`src/rtl/ip_packet_rx.sv`:
```
// rtl/ip_packet_rx.sv - Ethernet/IPv4/UDP frame receiver that extracts a 10-bit message.
// Define IP_RX_CHECKSUM_CHECK_EN to reject frames with a bad IPv4 header checksum.
module ip_packet_rx #(
  parameter int DROP_COUNT_WIDTH = 16
) (
  input  logic                        ACLK,
  input  logic                        ARESET,
  input  logic [31:0]                 ACCELERATOR_IP_ADDRESS,
  input  logic [47:0]                 ACCELERATOR_MAC_ADDRESS,
  input  logic [15:0]                 ACCELERATOR_UDP_PORT,
  input  logic [7:0]                  MAC_DATA_IN,
  input  logic                        MAC_DATA_VALID,
  output logic                        MAC_DATA_READY,
  input  logic                        MAC_DATA_LAST,
  input  logic                        MAC_DATA_TUSER,
  output logic [47:0]                 SENDER_MAC_ADDRESS,
  output logic [31:0]                 SENDER_IP_ADDRESS,
  output logic [15:0]                 SENDER_UDP_PORT,
  output logic [9:0]                  SENDER_MESSAGE,
  output logic                        MESSAGE_VALID,
  input  logic                        MESSAGE_READY,
  output logic [DROP_COUNT_WIDTH-1:0] DROP_COUNT
);

  typedef enum logic [2:0] {
    S_IDLE,
    S_HEADER,
    S_DRAIN,
    S_HOLD,
    S_DISCARD
  } state_t;

  state_t r_state;
  state_t w_next;

  logic [5:0]                  r_idx;
  logic                        r_ready;
  logic                        r_msg_valid;
  logic                        r_dst_ucast;
  logic                        r_dst_bcast;
  logic [47:0]                 r_cap_mac;
  logic [31:0]                 r_cap_ip;
  logic [15:0]                 r_cap_port;
  logic [9:0]                  r_cap_msg;
  logic [47:0]                 r_sender_mac;
  logic [31:0]                 r_sender_ip;
  logic [15:0]                 r_sender_port;
  logic [9:0]                  r_sender_msg;
  logic [DROP_COUNT_WIDTH-1:0] r_drop_count;

  logic [5:0] w_idx;
  logic       w_xfer;
  logic       w_parse;
  logic [7:0] w_mac_byte;
  logic       w_dst_ucast;
  logic       w_dst_bcast;
  logic       w_dst_bad;
  logic       w_chk;
  logic [7:0] w_exp;
  logic       w_csum_bad;
  logic       w_mismatch;
  logic       w_drop;
  logic       w_commit;
  logic [9:0] w_commit_msg;

  assign w_xfer  = MAC_DATA_VALID & r_ready;
  assign w_parse = (r_state == S_IDLE) || (r_state == S_HEADER);
  // The byte accepted in IDLE is always byte 0, whatever r_idx holds.
  assign w_idx   = (r_state == S_IDLE) ? 6'd0 : r_idx;

  always_comb begin
    w_mac_byte = 8'h00;
    case (w_idx)
      6'd0:    w_mac_byte = ACCELERATOR_MAC_ADDRESS[47:40];
      6'd1:    w_mac_byte = ACCELERATOR_MAC_ADDRESS[39:32];
      6'd2:    w_mac_byte = ACCELERATOR_MAC_ADDRESS[31:24];
      6'd3:    w_mac_byte = ACCELERATOR_MAC_ADDRESS[23:16];
      6'd4:    w_mac_byte = ACCELERATOR_MAC_ADDRESS[15:8];
      6'd5:    w_mac_byte = ACCELERATOR_MAC_ADDRESS[7:0];
      default: w_mac_byte = 8'h00;
    endcase
  end

  // Unicast and broadcast candidates are tracked separately so a mixed address fails.
  assign w_dst_ucast = ((w_idx == 6'd0) | r_dst_ucast) & (MAC_DATA_IN == w_mac_byte);
  assign w_dst_bcast = ((w_idx == 6'd0) | r_dst_bcast) & (MAC_DATA_IN == 8'hFF);
  assign w_dst_bad   = (w_idx < 6'd6) & ~(w_dst_ucast | w_dst_bcast);

  always_comb begin
    w_chk = 1'b0;
    w_exp = 8'h00;
    case (w_idx)
      6'd12: begin w_chk = 1'b1; w_exp = 8'h08; end
      6'd13: begin w_chk = 1'b1; w_exp = 8'h00; end
      6'd14: begin w_chk = 1'b1; w_exp = 8'h45; end
      6'd23: begin w_chk = 1'b1; w_exp = 8'h11; end
      6'd30: begin w_chk = 1'b1; w_exp = ACCELERATOR_IP_ADDRESS[31:24]; end
      6'd31: begin w_chk = 1'b1; w_exp = ACCELERATOR_IP_ADDRESS[23:16]; end
      6'd32: begin w_chk = 1'b1; w_exp = ACCELERATOR_IP_ADDRESS[15:8]; end
      6'd33: begin w_chk = 1'b1; w_exp = ACCELERATOR_IP_ADDRESS[7:0]; end
      6'd36: begin w_chk = 1'b1; w_exp = ACCELERATOR_UDP_PORT[15:8]; end
      6'd37: begin w_chk = 1'b1; w_exp = ACCELERATOR_UDP_PORT[7:0]; end
      default: begin w_chk = 1'b0; w_exp = 8'h00; end
    endcase
  end

`ifdef IP_RX_CHECKSUM_CHECK_EN
  logic [15:0] r_csum;
  logic [7:0]  r_csum_hi;
  logic [16:0] w_csum_sum;
  logic [15:0] w_csum_next;

  assign w_csum_sum  = {1'b0, r_csum} + {1'b0, r_csum_hi, MAC_DATA_IN};
  assign w_csum_next = w_csum_sum[15:0] + {15'd0, w_csum_sum[16]};
  assign w_csum_bad  = (w_idx == 6'd33) & (w_csum_next != 16'hFFFF);

  // Even header bytes hold the high half of a word; the odd byte completes and adds it.
  always_ff @(posedge ACLK) begin
    if (!ARESET) begin
      r_csum    <= 16'h0000;
      r_csum_hi <= 8'h00;
    end else if (w_xfer && w_parse) begin
      if (w_idx == 6'd0) begin
        r_csum <= 16'h0000;
      end else if (w_idx >= 6'd14 && w_idx <= 6'd33) begin
        if (!w_idx[0]) r_csum_hi <= MAC_DATA_IN;
        else           r_csum    <= w_csum_next;
      end
    end
  end
`else
  assign w_csum_bad = 1'b0;
`endif

  assign w_mismatch = w_dst_bad | (w_chk & (MAC_DATA_IN != w_exp)) | w_csum_bad;

  always_ff @(posedge ACLK) begin
    if (!ARESET) r_state <= S_IDLE;
    else         r_state <= w_next;
  end

  always_comb begin
    w_next   = r_state;
    w_drop   = 1'b0;
    w_commit = 1'b0;
    case (r_state)
      S_IDLE, S_HEADER: begin
        if (w_xfer) begin
          if (w_mismatch) begin
            if (MAC_DATA_LAST) begin
              w_drop = 1'b1;
              w_next = S_IDLE;
            end else begin
              w_next = S_DISCARD;
            end
          end else if (MAC_DATA_LAST && (w_idx < 6'd43)) begin
            w_drop = 1'b1;
            w_next = S_IDLE;
          end else if (w_idx == 6'd43) begin
            if (!MAC_DATA_LAST) begin
              w_next = S_DRAIN;
            end else if (MAC_DATA_TUSER) begin
              w_drop = 1'b1;
              w_next = S_IDLE;
            end else begin
              w_commit = 1'b1;
              w_next   = S_HOLD;
            end
          end else begin
            w_next = S_HEADER;
          end
        end
      end
      S_DRAIN: begin
        if (w_xfer && MAC_DATA_LAST) begin
          if (MAC_DATA_TUSER) begin
            w_drop = 1'b1;
            w_next = S_IDLE;
          end else begin
            w_commit = 1'b1;
            w_next   = S_HOLD;
          end
        end
      end
      S_HOLD: begin
        if (MESSAGE_READY) w_next = S_IDLE;
      end
      S_DISCARD: begin
        if (w_xfer && MAC_DATA_LAST) begin
          w_drop = 1'b1;
          w_next = S_IDLE;
        end
      end
      default: w_next = S_IDLE;
    endcase
  end

  // Handshake outputs are registered from the next state so they flip together.
  always_ff @(posedge ACLK) begin
    if (!ARESET) begin
      r_idx       <= 6'd0;
      r_ready     <= 1'b0;
      r_msg_valid <= 1'b0;
      r_dst_ucast <= 1'b0;
      r_dst_bcast <= 1'b0;
    end else begin
      r_ready     <= (w_next != S_HOLD);
      r_msg_valid <= (w_next == S_HOLD);
      if (w_xfer) begin
        r_idx <= (w_next == S_HEADER) ? (w_idx + 6'd1) : 6'd0;
        if (w_parse && (w_idx < 6'd6)) begin
          r_dst_ucast <= w_dst_ucast;
          r_dst_bcast <= w_dst_bcast;
        end
      end
    end
  end

  always_ff @(posedge ACLK) begin
    if (!ARESET) begin
      r_cap_mac  <= 48'h0;
      r_cap_ip   <= 32'h0;
      r_cap_port <= 16'h0;
      r_cap_msg  <= 10'h0;
    end else if (w_xfer && w_parse) begin
      if (w_idx >= 6'd6 && w_idx <= 6'd11) r_cap_mac <= {r_cap_mac[39:0], MAC_DATA_IN};
      if (w_idx >= 6'd26 && w_idx <= 6'd29) r_cap_ip <= {r_cap_ip[23:0], MAC_DATA_IN};
      if (w_idx == 6'd34 || w_idx == 6'd35) r_cap_port <= {r_cap_port[7:0], MAC_DATA_IN};
      if (w_idx == 6'd42) r_cap_msg[9:8] <= MAC_DATA_IN[1:0];
      if (w_idx == 6'd43) r_cap_msg[7:0] <= MAC_DATA_IN;
    end
  end

  // A frame ending on byte 43 commits with that byte taken straight from the input.
  assign w_commit_msg = (r_state == S_DRAIN) ? r_cap_msg : {r_cap_msg[9:8], MAC_DATA_IN};

  always_ff @(posedge ACLK) begin
    if (!ARESET) begin
      r_sender_mac  <= 48'h0;
      r_sender_ip   <= 32'h0;
      r_sender_port <= 16'h0;
      r_sender_msg  <= 10'h0;
      r_drop_count  <= '0;
    end else begin
      if (w_commit) begin
        r_sender_mac  <= r_cap_mac;
        r_sender_ip   <= r_cap_ip;
        r_sender_port <= r_cap_port;
        r_sender_msg  <= w_commit_msg;
      end
      if (w_drop && (r_drop_count != {DROP_COUNT_WIDTH{1'b1}})) begin
        r_drop_count <= r_drop_count + 1'b1;
      end
    end
  end

  assign MAC_DATA_READY     = r_ready;
  assign MESSAGE_VALID      = r_msg_valid;
  assign SENDER_MAC_ADDRESS = r_sender_mac;
  assign SENDER_IP_ADDRESS  = r_sender_ip;
  assign SENDER_UDP_PORT    = r_sender_port;
  assign SENDER_MESSAGE     = r_sender_msg;
  assign DROP_COUNT         = r_drop_count;

endmodule

```
`config.mk`:
```
export PLATFORM = sky130hd
export DESIGN_NAME = ip_packet_rx
export DESIGN_NICKNAME = d
export VERILOG_FILES = /design/src/rtl/ip_packet_rx.sv
export SDC_FILE = /design/constraint.sdc
export NUM_CORES = 1
export LEC_CHECK = 0
export BUFFER_PORTS_ARGS = -buffer_cell sky130_fd_sc_hd__buf_2
export CAP_MARGIN = 20
export CELL_PAD_IN_SITES_DETAIL_PLACEMENT = 2
export CELL_PAD_IN_SITES_GLOBAL_PLACEMENT = 2
export CORE_UTILIZATION = 30
export DETAILED_ROUTE_END_ITERATION = 8
export GPL_TIMING_DRIVEN = 0
export PLACE_DENSITY = 0.79
export SLEW_MARGIN = 30
export SYNTH_ARGS = -nofsm -noshare
export SYNTH_HDL_FRONTEND = slang
export SYNTH_SLANG_ARGS = --single-unit
```
`constraint.sdc`:
```
create_clock -name ACLK -period 4.15 [get_ports ACLK]
set_input_delay 0.6225 -clock ACLK [delete_from_list [all_inputs] [get_ports ACLK]]
set_output_delay 0.6225 -clock ACLK [all_outputs]
set_load 0.1 [all_outputs]
```
# Yosys cells after proc, flatten, opt, wreduce, memory -nomap -nowiden
# Index checks and enable logic that the tools add are counted.
# totals
n_memories,0
register_bits,241
output_inout_bits,124
latchBits,0
romBits,0
word_cells,118
mem_bits_rw,0
# classes
mul,0
muxes,35
div,0
n_shift,0
n_eq_ne,30
reduce_logical,19
n_addsub,2
magnitude_cmp,6
n_bitwise,10
# ops
op,n
8-bit one-hot mux with 9 select lines,1
6-bit == test (second input constant),8
8-bit one-hot mux with 6 select lines,1
3-bit two-way mux,8
6-bit by 4-bit == test with 1-bit output (second input constant),3
6-bit by 5-bit == test with 1-bit output (second input constant),3
1-bit two-way mux,17
16-bit by 1-bit adder with 16-bit output (second input constant),1
16-bit != test (second input constant),1
6-bit by 2-bit == test with 1-bit output (second input constant),2
6-bit by 3-bit == test with 1-bit output (second input constant),2
6-bit two-way mux,2
3-bit one-hot mux with 4 select lines,1
2-bit AND reduction,6
10-bit OR reduction,1
3-bit by 2-bit == test with 1-bit output (second input constant),3
8-bit == test,1
8-bit == test (second input constant),1
8-bit two-way mux,1
8-bit != test,1
1-bit logical AND,7
6-bit by 1-bit adder with 6-bit output (second input constant),1
3-bit by 1-bit == test with 1-bit output (second input constant),2
6-bit by 1-bit == test with 1-bit output (second input constant),1
18 further kinds,27

# Logic depth before layout (Yosys ltp)
# depth
ltp_word,15
ltp_mapped,14
mapped_depth_nobuf,10

# Worst setup path before layout
# OpenSTA, ideal clock, no wires.
# synth_path
kind,register to register
startpoint,reg r_ready (netlist: MAC_DATA_READY)
endpoint,reg r_sender_ip[6] (netlist: SENDER_IP_ADDRESS[6])
arrival_ps,3016
setup_slack_ps,1064
required_time_ps,4079
path_buffers,4
stages_incl_launch_ff,12
synth_period_minus_slack_ps,3086
cell_sequence,dfxtp_1 -> nand2_1 -> nor3_1 -> nand2b_1 -> clkbuf_1 -> o21ai_0 -> and2_1 -> clkbuf_1 -> clkbuf_1 -> buf_1 -> nand2_1 -> a21oi_1
# synth_via
elab_chain_cells,4
word_cells_on_any_way,5
cone_classes,mux: 3; bitwise: 1; reduce/logical: 1
# synth_rtl
item,line,text
start: declaration,37,logic r_ready;
start signal: assignment,207,r_ready <= (w_next != S_HOLD);
1-bit AND (*),66,assign w_xfer = MAC_DATA_VALID & r_ready;
1-bit logical AND,175,if (w_xfer && MAC_DATA_LAST) begin
1-bit two-way mux,175,
1-bit one-hot mux with 2 select lines (*),146,case (r_state)
end signal: assignment,247,r_sender_ip <= r_cap_ip;
end: declaration,46,logic [31:0] r_sender_ip;
# Mark *: on every way between the ends. The rest lies on a longest branch, timed or not.
# A chain may end at the register's enable or synchronous reset.

# Worst setup path after layout
# layout_path
startpoint,reg r_idx[0]
endpoint,reg r_sender_port[6] (netlist: SENDER_UDP_PORT[6])
# layout_via
elab_chain_cells,12
word_cells_on_any_way,41
cone_classes,order compare: 2; eq/ne: 18; mux: 9; bitwise: 9; reduce/logical: 3
# layout_rtl
item,line,text
start: declaration,36,logic [5:0] r_idx;
start signal: assignment,210,r_idx <= (w_next == S_HEADER) ? (w_idx + 6'd1) : 6'd0;
6-bit two-way mux (*),69,assign w_idx = (r_state == S_IDLE) ? 6'd0 : r_idx;
6-bit by 3-bit == test with 1-bit output (tied with other cells),73,case (w_idx)
8-bit one-hot mux with 6 select lines,73,
8-bit == test,85,assign w_dst_ucast = ((w_idx == 6'd0) | r_dst_ucast) & (MAC_DATA_IN == w_mac_byte);
1-bit AND,85,
1-bit bitwise OR,87,assign w_dst_bad = (w_idx < 6'd6) & ~(w_dst_ucast | w_dst_bcast);
1-bit NOT,87,
1-bit AND,87,
1-bit bitwise OR,135,assign w_mismatch = w_dst_bad | (w_chk & (MAC_DATA_IN != w_exp)) | w_csum_bad;
1-bit two-way mux (*),149,if (w_mismatch) begin
1-bit two-way mux (*),148,if (w_xfer) begin
1-bit one-hot mux with 2 select lines (*),146,
end signal: assignment,248,r_sender_port <= r_cap_port;
end: declaration,47,logic [15:0] r_sender_port;
# Marked as above.

==> results.rst <==
.. list-table::
   :header-rows: 1

   * - Metric
     - Value
   * - Outcome
     - finished clean
   * - Highest metal layer with signal wires
     - met4
   * - Clock latency on the worst-skew pair
     - 540 ps
   * - Total routing usage reported by global routing
     - 22.6%
   * - Antenna violations before repair
     - 0
   * - Crit-path cells
     - buf_2 > nand2_1 > or3_1 > nand2b_1 > clkbuf_1 > o21ai_0 > and2_1 > clkbuf_1 > clkbuf_2 > buf_1 > nand2_1 > a21oi_1
   * - CTS Root Buffer Type
     - sky130_fd_sc_hd__clkbuf_16
   * - Post-Route Skew
     - 23.3 ps
   * - Worst-case setup margin in the final layout
     - 297 ps
   * - Max-slew violation total from the final report
     - 0
   * - Number of enable-type register cells in the synthesized netlist
     - 0
   * - Vert. Die Dim
     - 188 um
   * - Pin count of the biggest net entering global routing
     - 14
   * - Min-Delay Path Depth
     - 3
   * - Synthesized instance count
     - 1,315
   * - Count of unique library cells instantiated by Yosys
     - 70
   * - Fraction of layout cells with a size suffix above 1
     - 20.2%
   * - Highest ir drop seen on vdd
     - 0.207 mV
   * - Final-report hold violation count
     - 0
   * - Area of the core
     - 33,700 sq um
   * - Routed WL per cell
     - 19.9 um
   * - Ys flop type
     - sky130_fd_sc_hd__dfxtp_1
   * - First-pass GRT wire length
     - 63,200 um
   * - Fin util
     - 38.3%
   * - Part of the cycle the worst path needs
     - 92.9%
   * - Pwr/cell area
     - 379 nW/um^2
   * - Post-layout minimum cycle time
     - 3850 ps
   * - CP Class
     - reg2reg
   * - Net Count, Synth
     - 1,426
   * - Met3 WL
     - 1730 um
   * - Biggest cell delay along the critical path
     - 480 ps
   * - Layout Area Growth over Synthesis
     - 24.7%
   * - FF-to-FF setup slack
     - 300 ps
   * - Post-synthesis instance area
     - 10,300 sq um
   * - Count of pins on the block boundary
     - 234
   * - Setup Slack @ Placement
     - -51.6 ps
   * - Routed length on met2
     - 20,100 um
   * - Count of endpoints failing setup in the final report
     - 0
   * - Warnings, synthesis
     - 0
   * - Depth of the worst register-to-register path
     - 12
   * - Critical path capture point type
     - flop
   * - Sequential element share of the synthesized area
     - 46.7%
   * - Fin nets
     - 1,679
   * - Iteration-0 DRC count of the detailed router
     - 432
   * - Slew Limit Headroom
     - 34.1%
   * - Overall die area
     - 35,200 sq um
   * - Startpoint class of the critical path
     - flop
   * - Vias after detailed routing
     - 10,300
   * - Post-synthesis average cell area
     - 7.86 sq um
   * - Clock Pin Slew Worst Setup and Hold Paths
     - 60 ps
   * - Critical path data arrival time
     - 4300 ps
   * - Register bit count reported by yosys
     - 241
   * - Highest attainable clock frequency
     - 0.260 GHz
   * - DRC viols
     - 0
   * - Effective utilization at floorplan
     - 30.7%
   * - Routed length on met1
     - 17,600 um
   * - Crit path max fanout
     - 10
   * - Total congestion overflow after global routing
     - 0
   * - Post-detailed-placement half-perimeter wirelength
     - 30,300 um
   * - Critical path launch point
     - r_idx[0]$_SDFFE_PN0P_
   * - CTS sink cnt
     - 241
   * - Static Leakage
     - 0.00485 uW
   * - Antenna diode count
     - 0
   * - Startpoint of the worst register-to-register path
     - r_idx[0]$_SDFFE_PN0P_
   * - Count of max-cap constraint violations
     - 0
   * - Routed vias/inst
     - 5.08
   * - DRT Wirelength
     - 40,400 um
   * - Hold Path Origin
     - MAC_DATA_IN[2]
   * - Hold bufs inserted after CTS
     - 0
   * - Unrepaired setup endpoints after global routing
     - no
   * - Via count of the first global-routing pass
     - 11,200
   * - Share of synthesized flip-flops with an asynchronous set or reset
     - 0%
   * - CTS tree
     - built
   * - Min-delay worst type
     - in2reg
   * - CTS buffer count
     - 26
   * - CP required
     - 4600 ps
   * - Router iterations before antenna repair
     - 5
   * - CP max stage cell
     - sky130_fd_sc_hd__or3_1
   * - H-Tree Level Count
     - 1
   * - Placer Congestion
     - 0.856
   * - Floorplan die width
     - 188 um
   * - Number of nets still failing antenna checks after routing
     - 0
   * - Port bufs
     - 225
   * - Max Root-Sink Buffers
     - 3
   * - Worst slew pin tran
     - 989 ps
   * - FP Rows
     - 67
power breakdown:
group / switching (uW) / internal [uW] / leakage, uW
sequential: 2.30 / 2320 / 0.00194
clock: 943 / 1400 / 0.000421
combinational: 147 / 80.3 / 0.00249
total: 1090 / 3800 / 0.00485
registers in the layout, indices dropped and copies added, names as in the netlist, 3 cells and up:
| name | cells |
|---|---|
| SENDER_MESSAGE | 10 |
| r_cap_msg | 10 |
| r_cap_ip | 32 |
| r_state | 3 |
| SENDER_MAC_ADDRESS | 48 |
| r_idx | 6 |
| SENDER_IP_ADDRESS | 32 |
| r_cap_port | 16 |
| r_cap_mac | 48 |
| DROP_COUNT | 16 |
| SENDER_UDP_PORT | 16 |
area by class of cell:
cell class,count,area (sq um)
Fill cell,3986,20800
Multi-Input combinational cell,960,4990
Sequential cell,241,4820
Timing Repair Buffer,225,1130
Clock buffer,36,728
Tap cell,448,561
Buffer,106,515
Clock inverter,8,126
Inverter,8,30.0
timing repair:
action | 4_1_cts | 5_1_grt
setup endpoints to repair | 38 | 43
resized for setup | 1 | 6
buffers inserted | 0 | 0
placed cells by master, fill, tap and decap left out, drive strengths merged, types with 8 or more instances in the layout:
| cell | n |
|---|---|
| a211oi | 12 |
| a21oi | 208 |
| buf | 252 |
| clkbuf | 115 |
| dfxtp | 241 |
| inv | 8 |
| mux2i | 38 |
| nand2 | 421 |
| nand3 | 21 |
| nand4 | 16 |
| nor2 | 60 |
| nor3 | 19 |
| nor4 | 9 |
| o21ai | 19 |
| xnor2 | 15 |
| xor2 | 16 |
cells in the mapped netlist, types with 2 or more instances:
master,count,area (sq um)
sky130_fd_sc_hd__buf_6,11,124
sky130_fd_sc_hd__and3b_1,2,17.5
sky130_fd_sc_hd__nand3_2,2,20.0
sky130_fd_sc_hd__nor2_1,60,225
sky130_fd_sc_hd__a22oi_1,4,30.0
sky130_fd_sc_hd__inv_1,7,26.3
sky130_fd_sc_hd__nand4_1,16,100
sky130_fd_sc_hd__a21oi_1,208,1040
sky130_fd_sc_hd__a2bb2oi_1,3,26.3
sky130_fd_sc_hd__nand3_1,19,95.1
sky130_fd_sc_hd__a311oi_1,5,43.8
sky130_fd_sc_hd__dfxtp_1,241,4820
sky130_fd_sc_hd__nand2b_1,4,25.0
sky130_fd_sc_hd__o22ai_1,4,25.0
sky130_fd_sc_hd__buf_2,6,30.0
sky130_fd_sc_hd__a211oi_1,11,82.6
sky130_fd_sc_hd__o21ai_0,16,80.1
sky130_fd_sc_hd__xnor2_1,15,131
sky130_fd_sc_hd__a221oi_1,4,35.0
sky130_fd_sc_hd__xor2_1,16,140
sky130_fd_sc_hd__o211ai_1,3,22.5
sky130_fd_sc_hd__a31oi_1,4,25.0
sky130_fd_sc_hd__nor4_1,8,50.1
sky130_fd_sc_hd__mux2i_1,38,380
sky130_fd_sc_hd__a32o_1,5,50.1
sky130_fd_sc_hd__or3_1,6,37.5
sky130_fd_sc_hd__nor2b_1,7,43.8
sky130_fd_sc_hd__a32oi_1,6,52.6
sky130_fd_sc_hd__a31o_2,2,17.5
sky130_fd_sc_hd__mux2_2,4,45.0
sky130_fd_sc_hd__nor3_1,19,95.1
sky130_fd_sc_hd__clkbuf_1,73,274
sky130_fd_sc_hd__nand2_1,420,1580
sky130_fd_sc_hd__or4_4,2,22.5
sky130_fd_sc_hd__buf_1,10,37.5
sky130_fd_sc_hd__buf_4,5,37.5
sky130_fd_sc_hd__and2_1,7,43.8
sky130_fd_sc_hd__o31ai_1,4,30.0
sky130_fd_sc_hd__and3_1,6,37.5
sky130_fd_sc_hd__or4_1,2,15.0
per-layer routing:
| metal | vias up | GRT usage [%] |
|---|---|---|
| met5 | - | 0 |
| met3 | 61 | 3.29 |
| met4 | 0 | 6.50 |
| li1 | 4952 | - |
| met2 | 257 | 40.8 |
| met1 | 5050 | 27.6 |
worst max-delay path: cells and delay by family (launching register included):
kind            cells  cell delay, ps
buf+inv             5            1810
compound gates      2             380
simple gates        5            1150
flops               1             430
stage by stage:
| step | hold slack (ps) | power [uW] | std cells | TNS, ps | area, sq um |
|---|---|---|---|---|---|
| 2_1_floorplan | 431 | 2480 | 1315 | 0 | 10300 |
| 6_report | 393 | 4890 | 2032 | 0 | 12900 |
| 4_1_cts | 371 | 4950 | 2032 | 0 | 12900 |
| 5_1_grt | 384 | 5060 | 2032 | 0 | 12900 |
| 3_5_place_dp | 448 | 2600 | 1988 | -190 | 12000 |
| 3_3_place_gp | 441 | 2590 | 1988 | -89.9 | 12000 |
worst paths after layout:
kind,endpoint
setup reg to reg,SENDER_UDP_PORT[6]$_SDFFE_PN0P_
hold reg to reg,SENDER_IP_ADDRESS[14]$_SDFFE_PN0P_
setup / recovery,SENDER_UDP_PORT[6]$_SDFFE_PN0P_
hold / removal,r_cap_mac[2]$_SDFFE_PN0P_
cell families (layout without fill, tap and decap cells):
family	after synthesis	count (layout)	synth area share, %
flops	241	241	46.7
compound gates	293	293	16.7
xor+xnor	31	31	2.63
fa+ha+maj	1	1	0.121
simple gates	592	592	24.4
buf+inv	114	383	5.20
mux	43	43	4.33
No activity file was read; power rests on OpenSTA's default activity.
